File: src/rtl/fsm_controller_pkg.sv
// router_pkg: shared state encoding, address constants and FIFO select helper
package router_pkg;

    typedef enum logic [2:0] {
        DECODE_ADDRESS     = 3'd0,
        LOAD_FIRST_DATA    = 3'd1,
        LOAD_DATA          = 3'd2,
        LOAD_PARITY        = 3'd3,
        FIFO_FULL_STATE    = 3'd4,
        LOAD_AFTER_FULL    = 3'd5,
        WAIT_TILL_EMPTY    = 3'd6,
        CHECK_PARITY_ERROR = 3'd7
    } state_t;

    localparam logic [1:0] ADDR0        = 2'd0;
    localparam logic [1:0] ADDR1        = 2'd1;
    localparam logic [1:0] ADDR2        = 2'd2;
    localparam logic [1:0] ADDR_INVALID = 2'd3;

    // Picks the per-FIFO flag for an address; the invalid address selects nothing
    function automatic logic sel3(input logic [2:0] v, input logic [1:0] a);
        return (a == ADDR0) ? v[0] :
               (a == ADDR1) ? v[1] :
               (a == ADDR2) ? v[2] : 1'b0;
    endfunction

endpackage

File: src/rtl/fsm_controller_if.sv
// fsm_controller_if: handshake between router datapath/FIFOs and the control FSM
interface fsm_controller_if;
    logic       pkt_valid;
    logic       fifo_full;
    logic       fifo_empty_0;
    logic       fifo_empty_1;
    logic       fifo_empty_2;
    logic       soft_rst_0;
    logic       soft_rst_1;
    logic       soft_rst_2;
    logic       parity_done;
    logic       low_pkt_valid;
    logic [1:0] din;
    logic       wr_en_req;
    logic       detect_addr;
    logic       lfd_state;
    logic       laf_state;
    logic       full_state;
    logic       rst_int_req;
    logic       busy;

    modport master (
        output pkt_valid, fifo_full, fifo_empty_0, fifo_empty_1, fifo_empty_2,
               soft_rst_0, soft_rst_1, soft_rst_2, parity_done, low_pkt_valid, din,
        input  wr_en_req, detect_addr, lfd_state, laf_state, full_state, rst_int_req, busy
    );

    modport slave (
        input  pkt_valid, fifo_full, fifo_empty_0, fifo_empty_1, fifo_empty_2,
               soft_rst_0, soft_rst_1, soft_rst_2, parity_done, low_pkt_valid, din,
        output wr_en_req, detect_addr, lfd_state, laf_state, full_state, rst_int_req, busy
    );
endinterface

File: src/rtl/fsm_controller.sv
// fsm_controller: packet router control FSM sequencing header/payload/parity writes
module fsm_controller
    import router_pkg::*;
(
    input logic             clk,
    input logic             rst,
    fsm_controller_if.slave bus
);

    state_t     r_state;
    state_t     w_next;
    logic [1:0] r_addr;
    logic [2:0] w_empty;
    logic       w_empty_din;
    logic       w_empty_addr;
    logic       w_soft_rst;

    assign w_empty      = {bus.fifo_empty_2, bus.fifo_empty_1, bus.fifo_empty_0};
    assign w_empty_din  = sel3(w_empty, bus.din);
    assign w_empty_addr = sel3(w_empty, r_addr);
    assign w_soft_rst   = sel3({bus.soft_rst_2, bus.soft_rst_1, bus.soft_rst_0}, r_addr);

    // State register and destination latch captured while decoding a valid header
    always_ff @(posedge clk or negedge rst) begin
        if (!rst) begin
            r_state <= DECODE_ADDRESS;
            r_addr  <= ADDR0;
        end else begin
            r_state <= w_next;
            if (r_state == DECODE_ADDRESS && bus.pkt_valid && bus.din != ADDR_INVALID)
                r_addr <= bus.din;
        end
    end

    // Next state; a soft reset of the addressed FIFO aborts any packet in flight
    always_comb begin
        w_next = r_state;
        case (r_state)
            DECODE_ADDRESS:
                if (bus.pkt_valid && bus.din != ADDR_INVALID)
                    w_next = w_empty_din ? LOAD_FIRST_DATA : WAIT_TILL_EMPTY;
            LOAD_FIRST_DATA:    w_next = LOAD_DATA;
            LOAD_DATA:          w_next = bus.fifo_full ? FIFO_FULL_STATE :
                                         !bus.pkt_valid ? LOAD_PARITY : LOAD_DATA;
            LOAD_PARITY:        w_next = CHECK_PARITY_ERROR;
            CHECK_PARITY_ERROR: w_next = bus.fifo_full ? FIFO_FULL_STATE : DECODE_ADDRESS;
            FIFO_FULL_STATE:    w_next = bus.fifo_full ? FIFO_FULL_STATE : LOAD_AFTER_FULL;
            LOAD_AFTER_FULL:    w_next = bus.parity_done ? DECODE_ADDRESS :
                                         bus.low_pkt_valid ? LOAD_PARITY : LOAD_DATA;
            WAIT_TILL_EMPTY:    w_next = w_empty_addr ? LOAD_FIRST_DATA : WAIT_TILL_EMPTY;
            default:            w_next = DECODE_ADDRESS;
        endcase
        if (r_state != DECODE_ADDRESS && w_soft_rst)
            w_next = DECODE_ADDRESS;
    end

    // Moore output decode straight from the state register
    always_comb begin
        bus.detect_addr = r_state == DECODE_ADDRESS;
        bus.lfd_state   = r_state == LOAD_FIRST_DATA;
        bus.laf_state   = r_state == LOAD_AFTER_FULL;
        bus.full_state  = r_state == FIFO_FULL_STATE;
        bus.rst_int_req = r_state == CHECK_PARITY_ERROR;
        bus.wr_en_req   = r_state == LOAD_DATA || r_state == LOAD_PARITY ||
                          r_state == LOAD_AFTER_FULL;
        bus.busy        = !(r_state == DECODE_ADDRESS || r_state == LOAD_DATA);
    end

endmodule

File: src/flat_wrapper.sv
// flat-port wrapper written by rule: the top's interface ports become plain ports
module fsm_controller_flat import router_pkg::*;
  (clk, rst, bus_pkt_valid, bus_fifo_full, bus_fifo_empty_0, bus_fifo_empty_1, bus_fifo_empty_2, bus_soft_rst_0, bus_soft_rst_1, bus_soft_rst_2, bus_parity_done, bus_low_pkt_valid, bus_din, bus_wr_en_req, bus_detect_addr, bus_lfd_state, bus_laf_state, bus_full_state, bus_rst_int_req, bus_busy);
  fsm_controller_if bus_i ();
  input logic clk;
  input logic rst;
  input wire logic [$bits(bus_i.pkt_valid)-1:0] bus_pkt_valid;
  input wire logic [$bits(bus_i.fifo_full)-1:0] bus_fifo_full;
  input wire logic [$bits(bus_i.fifo_empty_0)-1:0] bus_fifo_empty_0;
  input wire logic [$bits(bus_i.fifo_empty_1)-1:0] bus_fifo_empty_1;
  input wire logic [$bits(bus_i.fifo_empty_2)-1:0] bus_fifo_empty_2;
  input wire logic [$bits(bus_i.soft_rst_0)-1:0] bus_soft_rst_0;
  input wire logic [$bits(bus_i.soft_rst_1)-1:0] bus_soft_rst_1;
  input wire logic [$bits(bus_i.soft_rst_2)-1:0] bus_soft_rst_2;
  input wire logic [$bits(bus_i.parity_done)-1:0] bus_parity_done;
  input wire logic [$bits(bus_i.low_pkt_valid)-1:0] bus_low_pkt_valid;
  input wire logic [$bits(bus_i.din)-1:0] bus_din;
  output wire logic [$bits(bus_i.wr_en_req)-1:0] bus_wr_en_req;
  output wire logic [$bits(bus_i.detect_addr)-1:0] bus_detect_addr;
  output wire logic [$bits(bus_i.lfd_state)-1:0] bus_lfd_state;
  output wire logic [$bits(bus_i.laf_state)-1:0] bus_laf_state;
  output wire logic [$bits(bus_i.full_state)-1:0] bus_full_state;
  output wire logic [$bits(bus_i.rst_int_req)-1:0] bus_rst_int_req;
  output wire logic [$bits(bus_i.busy)-1:0] bus_busy;
  assign bus_i.pkt_valid = bus_pkt_valid;
  assign bus_i.fifo_full = bus_fifo_full;
  assign bus_i.fifo_empty_0 = bus_fifo_empty_0;
  assign bus_i.fifo_empty_1 = bus_fifo_empty_1;
  assign bus_i.fifo_empty_2 = bus_fifo_empty_2;
  assign bus_i.soft_rst_0 = bus_soft_rst_0;
  assign bus_i.soft_rst_1 = bus_soft_rst_1;
  assign bus_i.soft_rst_2 = bus_soft_rst_2;
  assign bus_i.parity_done = bus_parity_done;
  assign bus_i.low_pkt_valid = bus_low_pkt_valid;
  assign bus_i.din = bus_din;
  assign bus_wr_en_req = bus_i.wr_en_req;
  assign bus_detect_addr = bus_i.detect_addr;
  assign bus_lfd_state = bus_i.lfd_state;
  assign bus_laf_state = bus_i.laf_state;
  assign bus_full_state = bus_i.full_state;
  assign bus_rst_int_req = bus_i.rst_int_req;
  assign bus_busy = bus_i.busy;
  fsm_controller u_core (.clk(clk), .rst(rst), .bus(bus_i));
endmodule
File: config.mk
export PLATFORM = sky130hd
export DESIGN_NAME = fsm_controller_flat
export DESIGN_NICKNAME = d
export VERILOG_FILES = /design/src/rtl/fsm_controller_pkg.sv /design/src/rtl/fsm_controller_if.sv /design/src/rtl/fsm_controller.sv /design/src/flat_wrapper.sv
export SDC_FILE = /design/constraint.sdc
export NUM_CORES = 1
export LEC_CHECK = 0
export BUFFER_PORTS_ARGS = -buffer_cell sky130_fd_sc_hd__buf_2
export CAP_MARGIN = 20
export CORE_AREA = 3 3 40 42
export DETAILED_ROUTE_END_ITERATION = 12
export DIE_AREA = 0 0 43 45
export GPL_ROUTABILITY_DRIVEN = 0
export PLACE_DENSITY = 0.67
export SLEW_MARGIN = 15
export SYNTH_ARGS = -nofsm -noshare
export SYNTH_HDL_FRONTEND = slang
export SYNTH_SLANG_ARGS = --single-unit
File: constraint.sdc
create_clock -name clk -period 2.6 [get_ports clk]
set_input_delay 0.52 -clock clk [delete_from_list [all_inputs] [get_ports clk]]
set_output_delay 0.52 -clock clk [all_outputs]
set_load 0.01 [all_outputs]
; ---- Word level (Yosys, flattened, before mapping)
; Index checks and enable logic that the tools add are counted.
[word_totals]
inputBits = 14
out_inout_bits = 7
regBits = 5
[classes]
eq_ne = 13
muxes = 20
n_reduce_logical = 12
[ops]
columns = operator, count
row1 = 3-bit case mux with 8 select lines, 1
row2 = 3-bit two-way mux, 7
row3 = 3-bit == test (second input constant), 4
row4 = 1-bit two-way mux, 12
row5 = 3-bit by 2-bit == test with 1-bit output (second input constant), 2
row6 = 2-bit by 1-bit == test with 1-bit output (second input constant), 2
row7 = 2-bit == test (second input constant), 2
row8 = 1-bit logical AND, 4
row9 = 2-bit zero test, 2
row10 = 3-bit by 1-bit == test with 1-bit output (second input constant), 1
row11 = 3-bit zero test, 1
row12 = 1-bit logical OR, 3
row13 = 3-bit by 1-bit != test with 1-bit output (second input constant), 1
row14 = 3-bit nonzero test, 1
row15 = 2-bit != test (second input constant), 1
row16 = 1-bit zero test, 1

; ---- Logic depth before layout (Yosys ltp)
; Gate-level depths: netlist of run 1.
[logic_depth]
word_depth = 8
ltp_mapped = 5
ltp_nobuf = 4

; ---- Worst setup path before layout of run 1
; Ideal clock, no wire load.
[synth_timing]
path_kind = register -> output
startpoint = register u_core.r_state[2]
endpoint = output bus_wr_en_req
t_required_ns = 2.080
n_path_buf = 1
setup_slack_ns = 1.034
t_arrival_ns = 1.046
path_stages_with_launch = 5
cell_sequence = dfrtp_1 -> buf_4 -> nor2b_1 -> and2_2 -> nand2b_1
[synth_via]
word_cells_on_any_way = 5
classes_between = 3 x eq/ne / 2 x reduce/logical
[synth_lines]
columns = element, line
row1 = start: declaration, fsm_controller.sv:10  ; state_t r_state;
row2 = start signal: assignment, fsm_controller.sv:29  ; r_state <= w_next;
row3 = 3-bit == test, n/a
row4 = via bus_laf_state, flat_wrapper.sv:21  ; output wire logic [$bits(bus_i.laf_state)-1:0] bus_laf_state;
row5 = 1-bit logical OR, fsm_controller.sv:64  ; bus.wr_en_req = r_state == LOAD_DATA || r_state == LOAD_PARITY ||
row6 = end: declaration, flat_wrapper.sv:18  ; output wire logic [$bits(bus_i.wr_en_req)-1:0] bus_wr_en_req;
; The timed path passes the listed nets, and every way through them passes these cells.

; ---- Worst setup path after layout of run 1
[layout_timing]
startpoint = register u_core.r_state[2]
endpoint = output bus_wr_en_req
[layout_via]
elab_chain_cells = 3
word_cells_on_any_way = 5
classes_between = 3 x eq/ne / 2 x reduce/logical
[layout_rtl]
columns = element, line
row1 = 3-bit by 2-bit == test with 1-bit output, fsm_controller.sv:64
row2 = 1-bit logical OR, fsm_controller.sv:64
row3 = 1-bit logical OR *, fsm_controller.sv:64
; Mark *: on every way between the ends. The rest lies on a longest branch, timed or not.

==> results of run 1 <==
==> power by group through the flow <==
stage	sequential, W	combinational [W]	clock [W]
2_1_floorplan	0.000147	0.000261	0
3_3_place_gp	0.000187	0.000280	0
3_5_place_dp	0.000190	0.000283	0
4_1_cts	0.000190	0.000284	0.0000909
5_1_grt	0.000198	0.000315	0.0000968
6_report	0.000189	0.000278	0.0000882
==> per-layer routing <==
| layer | share of wire | wire length (um) |
|---|---|---|
| met1 | 0.48 | 450 |
| met5 | 0 | 0 |
| met3 | 0.13 | 121 |
| met4 | 0 | 0 |
| met2 | 0.40 | 373 |
==> cell type report <==
cell class / count / area, um^2
clock buffers: 4 / 26.28
fillers: 138 / 729.5
inverters: 1 / 3.754
multi-input cells: 42 / 281.5
flip-flops and latches: 5 / 125.1
well taps: 15 / 18.77
repair buffers: 20 / 100.1
==> worst min path at each step <==
stage | start | end | slack [ns] | cells past startpoint
global route | rst | u_core.r_addr[1]$_DFFE_PN0P_ | 0.08 | 1
global placement | rst | u_core.r_addr[1]$_DFFE_PN0P_ | 0.33 | 1
floorplan | rst | u_core.r_addr[0]$_DFFE_PN0P_ | 0.22 | 0
finish | rst | u_core.r_state[2]$_DFFE_PN0P_ | 0.09 | 1
detailed placement | rst | u_core.r_addr[0]$_DFFE_PN0P_ | 0.34 | 1
CTS | rst | u_core.r_state[0]$_DFFE_PN0P_ | 0.08 | 1
==> per-stage QoR <==
stage	total power, W	utilization	instances
after floorplan	0.0004078	-	51
after global placement	0.0004664	0.4119	83
after detailed placement	0.0004730	0.4119	83
after CTS	0.0005647	0.4323	87
after global routing	0.0006091	0.4323	87
final	0.0005557	0.4323	87
==> Yosys cell counts (2+ instances only) <==
master    count
a21boi_1      2
a21oi_1       2
dfrtp_1       5
nor2_1        3
nor3_1        2
nand3b_1      3
buf_4         2
nand3_1       2
mux2i_1       3
o22a_1        2
nand2_1       5
o21ai_0       3
==> layout by cell type, fill, tap and decap left out, types with 2 or more instances in the layout <==
cell type / count
o22a_1: 2
nor2_1: 3
nor3_1: 2
mux2i_1: 3
nand3_1: 2
nand2_1: 5
a21oi_1: 2
dfrtp_1: 5
nand3b_1: 3
o21ai_0: 3
buf_2: 20
clkbuf_4: 3
a21boi_1: 2
==> logic make-up (layout without fill, tap and decap cells) <==
| family | Yosys count | in the layout |
|---|---|---|
| flip-flops | 5 | 5 |
| buffers and inverters | 4 | 25 |
| multiplexers | 3 | 3 |
| adder cells (fa/ha/maj) | 1 | 1 |
| AND/OR/NAND/NOR | 24 | 24 |
| AO/OA/AOI/OAI | 14 | 14 |
==> state kept, by name, indices dropped and copies added, names as in the netlist <==
name and flops:
u_core.r_addr 2, u_core.r_state 3
==> worst max-delay path: stages (launching register included) <==
cell and delay (ns):
dfrtp_1 0.50, nor2b_1 0.20, and2_2 0.21, nand2b_1 0.13, buf_2 0.13
==> run summary, run 1 <==
The adder and majority gate portion of the synthesized area is 0.02292, and the initial antenna violation count is 0. The largest area contributor in the synthesized netlist is dfrtp_1. For the final database, setup skew stands at 0.003727 ns. The switching share of power was 0.4251; the met1 capacity usage during global routing was 0.1369. For the number of nets in the synthesized netlist, the log shows 65. The area of placed instances is 529.3 um^2, and the half-perimeter wire length after detailed placement is 769.6 um. Synthesized-area fraction occupied by ao, oa, aoi and oai cells: 0.2178.

The part of the cycle the worst path needs was 0.7458. The max-capacitance violation count was 0. CTS placed an instance of clkbuf_4 at the clock tree root. The die height is 45 um. The data required time of the critical path is 2.08 ns.

In this run the power density over the cells is 1000 mW/mm^2. The logs give 373 for the number of global-route vias before repair and 0 ns for the setup total negative slack. Number of instances in the synthesized netlist: 51. The worst-case register-to-register setup slack was 1.12 ns; the top fanout value on the critical path was 12. The critical path is of the reg2out type. The logs give 13 for the largest net degree at the start of global routing and 0.2865 for the sequential fraction of the synthesis area. The layout cell share with drive strength beyond 1 was 0.3889; the basic-gate share of the synthesized area counting and, or, nand and nor cells was 0.3352.

The final period demand of the worst path is 1.939 ns, and the boundary pin count is 21. The final number of max-transition violations is 0, and the global-route usage over all layers is 0.1063. The power share of the sequential group was 0.340; the switching power of the nets was 0.0002362 W.

The critical path ends at bus_wr_en_req. The logs give 0.501 for the relative contribution of combinational cells to total power and 4 for the first-pass iteration count of the detailed router. The region available for standard cell placement spans 0.001285 mm^2. The worst reg-to-reg path cell count came out at 4. Final antenna diode count: 0. TritonCTS created 3 clock buffers. The clock transition time at the flip-flop clock pins of the worst setup and hold paths is 0.04 ns, and the number of synthesis warnings is 0. After clock tree synthesis, the flow added hold-fix buffers numbering 0.

TritonCTS built the clock tree. The run gives 0.7434 as the normalized max-slew margin. At the pin with the least slew margin, the transition time is 0.3849 ns.

The worst hold path belongs to the class in2async. For the number of nets in the layout, the log shows 87. Remaining global-route overflow: 0. The logs give 555.5 um^2 for the final design area excluding fillers and 436.7 um^2 for the netlist area before placement.

The tools report the internal power contribution as 0.0003195 W. The xor/xnor cell area share of the yosys netlist works out to 0. The tools report the kind of end point of the critical path as an output port.

The detailed router finished its first iteration with 7 violations. The share of the synthesized area in the top cell type was 0.2865; the post-CTS setup repair buffer count was 0. The post-detailed-routing wire length came out at 944 um. The share of power burned in the clock network is 0.159, and the via count is 448. The logs give 0.24 ns for the clock latency of the later-clocked register in the worst-skew pair and 0 for the DRC violations left. For the clock tree buffer depth, the log shows 2. The flow ran to the end, and the final reports show no timing, DRC or antenna violations. The number of flops mapped to enable cells by yosys is 0.

Met3 usage: 0.04781. The post-CTS resize count is 0. Static timing analysis puts the maximum clock frequency at 0.5157 GHz. The area of the die is 0.001935 mm^2, and the effective utilization at floorplan is 0.3398. Timing analysis after detailed placement gives a worst setup slack of 0.9209 ns. Final number of hold-violating endpoints: 0.

The number of routed nets with antenna violations is 0, and the number of endpoints failing setup at the final stage is 0. The routed wire length per instance is 10.85 um. In this run the critical register-to-register path is captured at u_core.r_state[0]$_DFFE_PN0P_. The origin of the worst setup path is u_core.r_state[2]$_DFFE_PN0P_. Counting every sink on the clock net gives 5. The worst reg2reg path startpoint was u_core.r_state[2]$_DFFE_PN0P_.

The number of synthesized register bits was 5. Ranked by total cell area, the synthesized netlist is headed by dfrtp_1, mux2i_1, nand3b_1. For the maximum vdd ir drop, the log shows 0.5056 mV. After synthesis, the largest family of logic cells by area is simple AND/OR/NAND/NOR gates. The met2 routing resource usage after global routing is 0.1677, and the multiplexer area fraction after synthesis is 0.06877. The run gives 0.2701 nW as the leakage power figure. Width of the die: 43 um. Setup repair after global routing left no endpoint under its margin. After detailed routing, the number of vias per cell comes to 5.149. The share of async-settable or async-resettable flops after synthesis came out at 1.000. The worst setup path is launched from a flip-flop.

The worst hold slack after final layout was 0.08512 ns; the wire length of the first global-routing pass was 1.538 mm. In this run the mean area of a mapped cell was 8.562 um^2. Distinct cell type count of the synthesized netlist: 29. Commonest register cell after synthesis: dfrtp_1. Compared with the post-synthesis result, the final layout area differs by 27.22%.

The run gives 1 as the total number of H-tree levels. The arrival time reported for the critical path endpoint is 1.42 ns, and the post-route worst setup slack is 0.6609 ns. In this run the core area contains 13 standard-cell rows. Routing layer with the top usage in global route: met2. During placement, the flow inserted port buffers numbering 20.
(Power assumes the default switching activity.)
==> run 2, diff against run 1 <==
Settings changed: ABC_AREA from default to 1, PLACE_DENSITY 0.67 to 0.77.
Clock period 2.6 ns to 1.7 ns, I/O delays scaled along.
==> run summary, run 2 <==
The worst hold path begins at bus_pkt_valid. In the layout the commonest cells are buf_2, nand2_1, nand3_1. The tools report the remaining global-route overflow as 0 (unchanged). The total number of H-tree levels was 1 (unchanged).

The worst hold slack after final layout came out at 0.4401 ns (+0.3550 ns). The cell sitting at the root of the clock tree is a clkbuf_4. By count the netlist is led by nand2_1, nand3_1, inv_1. Area of the die: 0.001935 mm^2 (unchanged).

For the power share of the sequential group, the log shows 0.266 (-0.074). The tools report the post-place setup slack as 0.3648 ns (-0.5562 ns). The critical path in this run is classified as reg2out.

The worst flop-to-flop path endpoint was u_core.r_state[1]$_DFFE_PN0P_. The relative contribution of combinational cells to total power is 0.601 (+0.100), and the power per cell area is 1503 mW/mm^2 (+50%). Final number of max-transition violations: 0 (unchanged).

Worst reg-to-reg path cell count: 7 (+3). The transition time at the pin with the least slew margin was 0.4372 ns (+0.05233 ns). The flow ran to the end, and the final reports show no timing, DRC or antenna violations. The leakage power figure was 0.3931 nW (+46%). The effective utilization at floorplan was 0.4090 (+0.06913); the layout-stage area growth over the synthesis result was 25.24%. The post-synthesis average cell area was 6.737 um^2 (-21%); the clock transition time at the flip-flop clock pins of the worst setup and hold paths was 0.04 ns (about the same). The number of non-filler instances in the completed layout was 116 (+33%).

Worst min-delay path category: in2reg. Setup repair after global routing left no endpoint under its margin. The signal on the critical path passes through nor2_8 > nand2_4 > nand2_1 > inv_1 > buf_2.

The number of CTS-inserted buffers came out at 3 (unchanged). The number of core rows was 13 (unchanged); the half-perimeter wire length after detailed placement was 996.4 um (+29%). The run gives 0.24 ns (about the same) as the clock latency of the later-clocked register in the worst-skew pair. The clock tree buffer depth came out at 2 (unchanged). In the synthesized netlist the dominant register cell turns out to be dfrtp_1. The tools report the wire length of the first global-routing pass as 1.959 mm (+27%). The final number of hold-violating endpoints was 0 (unchanged). The worst setup path is launched from a flip-flop. The normalized max-slew margin was 0.7085 (-0.03489).

The number of synthesized register bits works out to 5 (unchanged). The final antenna diode count came out at 0 (unchanged). The die height was 45 um (unchanged); the setup total negative slack was 0 ns (unchanged). The tools report the arrival time reported for the critical path endpoint as 1.25 ns (-0.17 ns). Top fanout value on the critical path: 9 (-3).

The tools report the post-detailed-routing wire length as 1.190 mm (+26%). For the final design area excluding fillers, the log shows 658.1 um^2 (+18%). The post-route clock skew is 0.002819 ns (-0.0009084 ns), and the delay of the slowest cell on the worst path is 0.52 ns (+0.02 ns).

Derived from the worst setup path, the maximum achievable clock frequency is 0.6290 GHz. For the switching power of the nets, the log shows 0.0004954 W (+110%). Distinct cell type count of the synthesized netlist: 22 (-24%). The routed via count divided by cell count was 4.922 (-4.4%); the number of cells traversed by the worst hold path was 3.

The run gives 0 (unchanged) as the max-capacitance violation count. The largest net degree at the start of global routing was 10 (-3). The via count is 571 (+27%), and the number of flip-flops in the largest register is 3 (unchanged). Subtracting the final worst setup slack from the clock period gives 1.590 ns. The layout cell share with drive strength beyond 1 was 0.3762 (-0.01265).

The tools report the worst-case register-to-register setup slack as 0.41 ns (-0.71 ns). The tools report the sequential fraction of the synthesis area as 0.2381 (-0.04844). TritonCTS built the clock tree.

In this run the critical register-to-register path is launched from u_core.r_state[1]$_DFFE_PN0P_. The logs give 0.134 (-0.025) for the share of power burned in the clock network and 0.1101 ns (-0.5508 ns) for the post-route worst setup slack. The DRC violations left came out at 0 (unchanged).

For the number of global-route vias before repair, the log shows 514 (+38%). For the number of synthesis warnings, the log shows 0 (unchanged). The path with the worst hold slack has its endpoint at u_core.r_addr[1]$_DFFE_PN0P_.

The part of the cycle the worst path needs was 0.9352. For the netlist area before placement, the log shows 525.5 um^2 (+20%). The kind of end point of the critical path was an output port. The number of endpoints failing setup at the final stage was 0 (unchanged). In the final layout, the registers with the most flip-flops are u_core.r_state (3), u_core.r_addr (2).

Sorting the synthesized cells by area gives the leading types as dfrtp_1, nand3_1, nand2_1. The share of the synthesized area in the top cell type works out to 0.2381 (-0.04844). The slowest stage of the critical path is the dfrtp_1 cell. The tools report the area of the core region as 0.001285 mm^2 (unchanged). For the number of placed instances, taps included, the log shows 111 (+34%). The sink count of the clock tree is 5 (unchanged), and the width of the die is 43 um (unchanged). The logs give 0.7068 mV (+40%) for the maximum vdd ir drop and 92 (+42%) for the number of nets in the synthesized netlist. The data required time of the critical path is 1.36 ns (-0.72 ns). The register with the most flip-flops is u_core.r_state. The number of routed nets with antenna violations was 0 (unchanged). The routed wire length per instance is 10.26 um (-5.5%), and the number of nets in the layout is 116 (+33%). The number of flops mapped to enable cells by yosys works out to 0 (unchanged). The share of async-settable or async-resettable flops after synthesis is 1.000 (unchanged), and the area of placed instances is 621.8 um^2 (+17%).

The post-CTS resize count was 0 (unchanged); the DRC violation total after the first TritonRoute iteration was 12 (+5). The internal power contribution was 0.0004935 W (+54%). The count of buffers inserted at the top-level ports came out at 20 (unchanged).

Leaving out fill and tap cells, the most frequent cell in the layout is buf_2. In the post-synthesis netlist, the cell with the most instances is nand2_1. The first-pass iteration count of the detailed router came out at 4 (unchanged).

Largest area contributor in the synthesized netlist: dfrtp_1. The initial antenna violation count came out at 0 (unchanged). The global-route usage over all layers was 0.1321 (+0.02583); the boundary pin count was 21 (unchanged).

The final-layout fill cell count came out at 140 (+1.4%). The number of instances in the synthesized netlist is 78 (+53%). The switching share of power came out at 0.5010 (+0.07593).
-- run 2: final cells by class --
type / count / area [um^2] / area share
tap: 15 / 18.77 / 0.02852
timing repair buffer: 21 / 110.1 / 0.1673
sequential: 5 / 125.1 / 0.1901
clock buffer: 4 / 26.28 / 0.03992
multi-input combinational: 57 / 322.8 / 0.4905
inverter: 14 / 55.05 / 0.08365
-- run 2: worst max-delay path by stage --
stage / start / end / slack [ns] / depth (start not counted)
global placement: u_core.r_state[1]$_DFFE_PN0P_ / bus_busy / 0.39 / 5
detailed placement: u_core.r_state[1]$_DFFE_PN0P_ / bus_busy / 0.36 / 5
finish: u_core.r_state[1]$_DFFE_PN0P_ / bus_busy / 0.11 / 5
global route: u_core.r_state[0]$_DFFE_PN0P_ / bus_wr_en_req / 0.03 / 5
CTS: u_core.r_state[1]$_DFFE_PN0P_ / bus_busy / 0.10 / 5
floorplan: u_core.r_state[0]$_DFFE_PN0P_ / bus_busy / 0.57 / 5
-- run 2: kinds of logic after synthesis --
logic type             count (synthesis)  share of synthesized area
AND/OR/NAND/NOR                       48                     0.4857
buffers and inverters                 16                     0.1476
flip-flops                             5                     0.2381
AO/OA/AOI/OAI                          9                     0.1286
-- run 2: critical path: cells and delay by family (launching register included) --
family,cells,cell delay (ns)
flops,1,0.52
simple gates,3,0.32
buf+inv,2,0.15
-- run 2: per-stage QoR --
step                total power, W  utilization
floorplan                0.0007340            -
global placement         0.0008378       0.4839
detailed placement       0.0008557       0.4839
CTS                      0.0009962       0.5122
global route              0.001085       0.5122
finish                   0.0009889       0.5122
-- run 2: repair_timing --
item                       CTS  global route
hold buffers                 1             0
buffers inserted             0             0
hold endpoints to repair     5             0
setup endpoints to repair    0             0
-- run 2: per-layer routing --
| layer | GRT usage | wire [um] | vias up | part of all wire |
|---|---|---|---|---|
| met3 | 0.05179 | 94 | 2 | 0.079 |
| met5 | 0 | 0 | - | 0 |
| met1 | 0.1561 | 544 | 248 | 0.46 |
| met2 | 0.2335 | 542 | 26 | 0.46 |
| li1 | - | - | 295 | - |
| met4 | 0.01807 | 8 | 0 | 0.0067 |
-- run 2: power by group through the flow --
stage	combinational (W)	clock, W	sequential [W]
final	0.000594	0.000132	0.000263
after global routing	0.000663	0.000146	0.000276
after CTS	0.000595	0.000139	0.000262
after detailed placement	0.000592	0	0.000264
after global placement	0.000576	0	0.000261
after floorplan	0.000531	0	0.000203
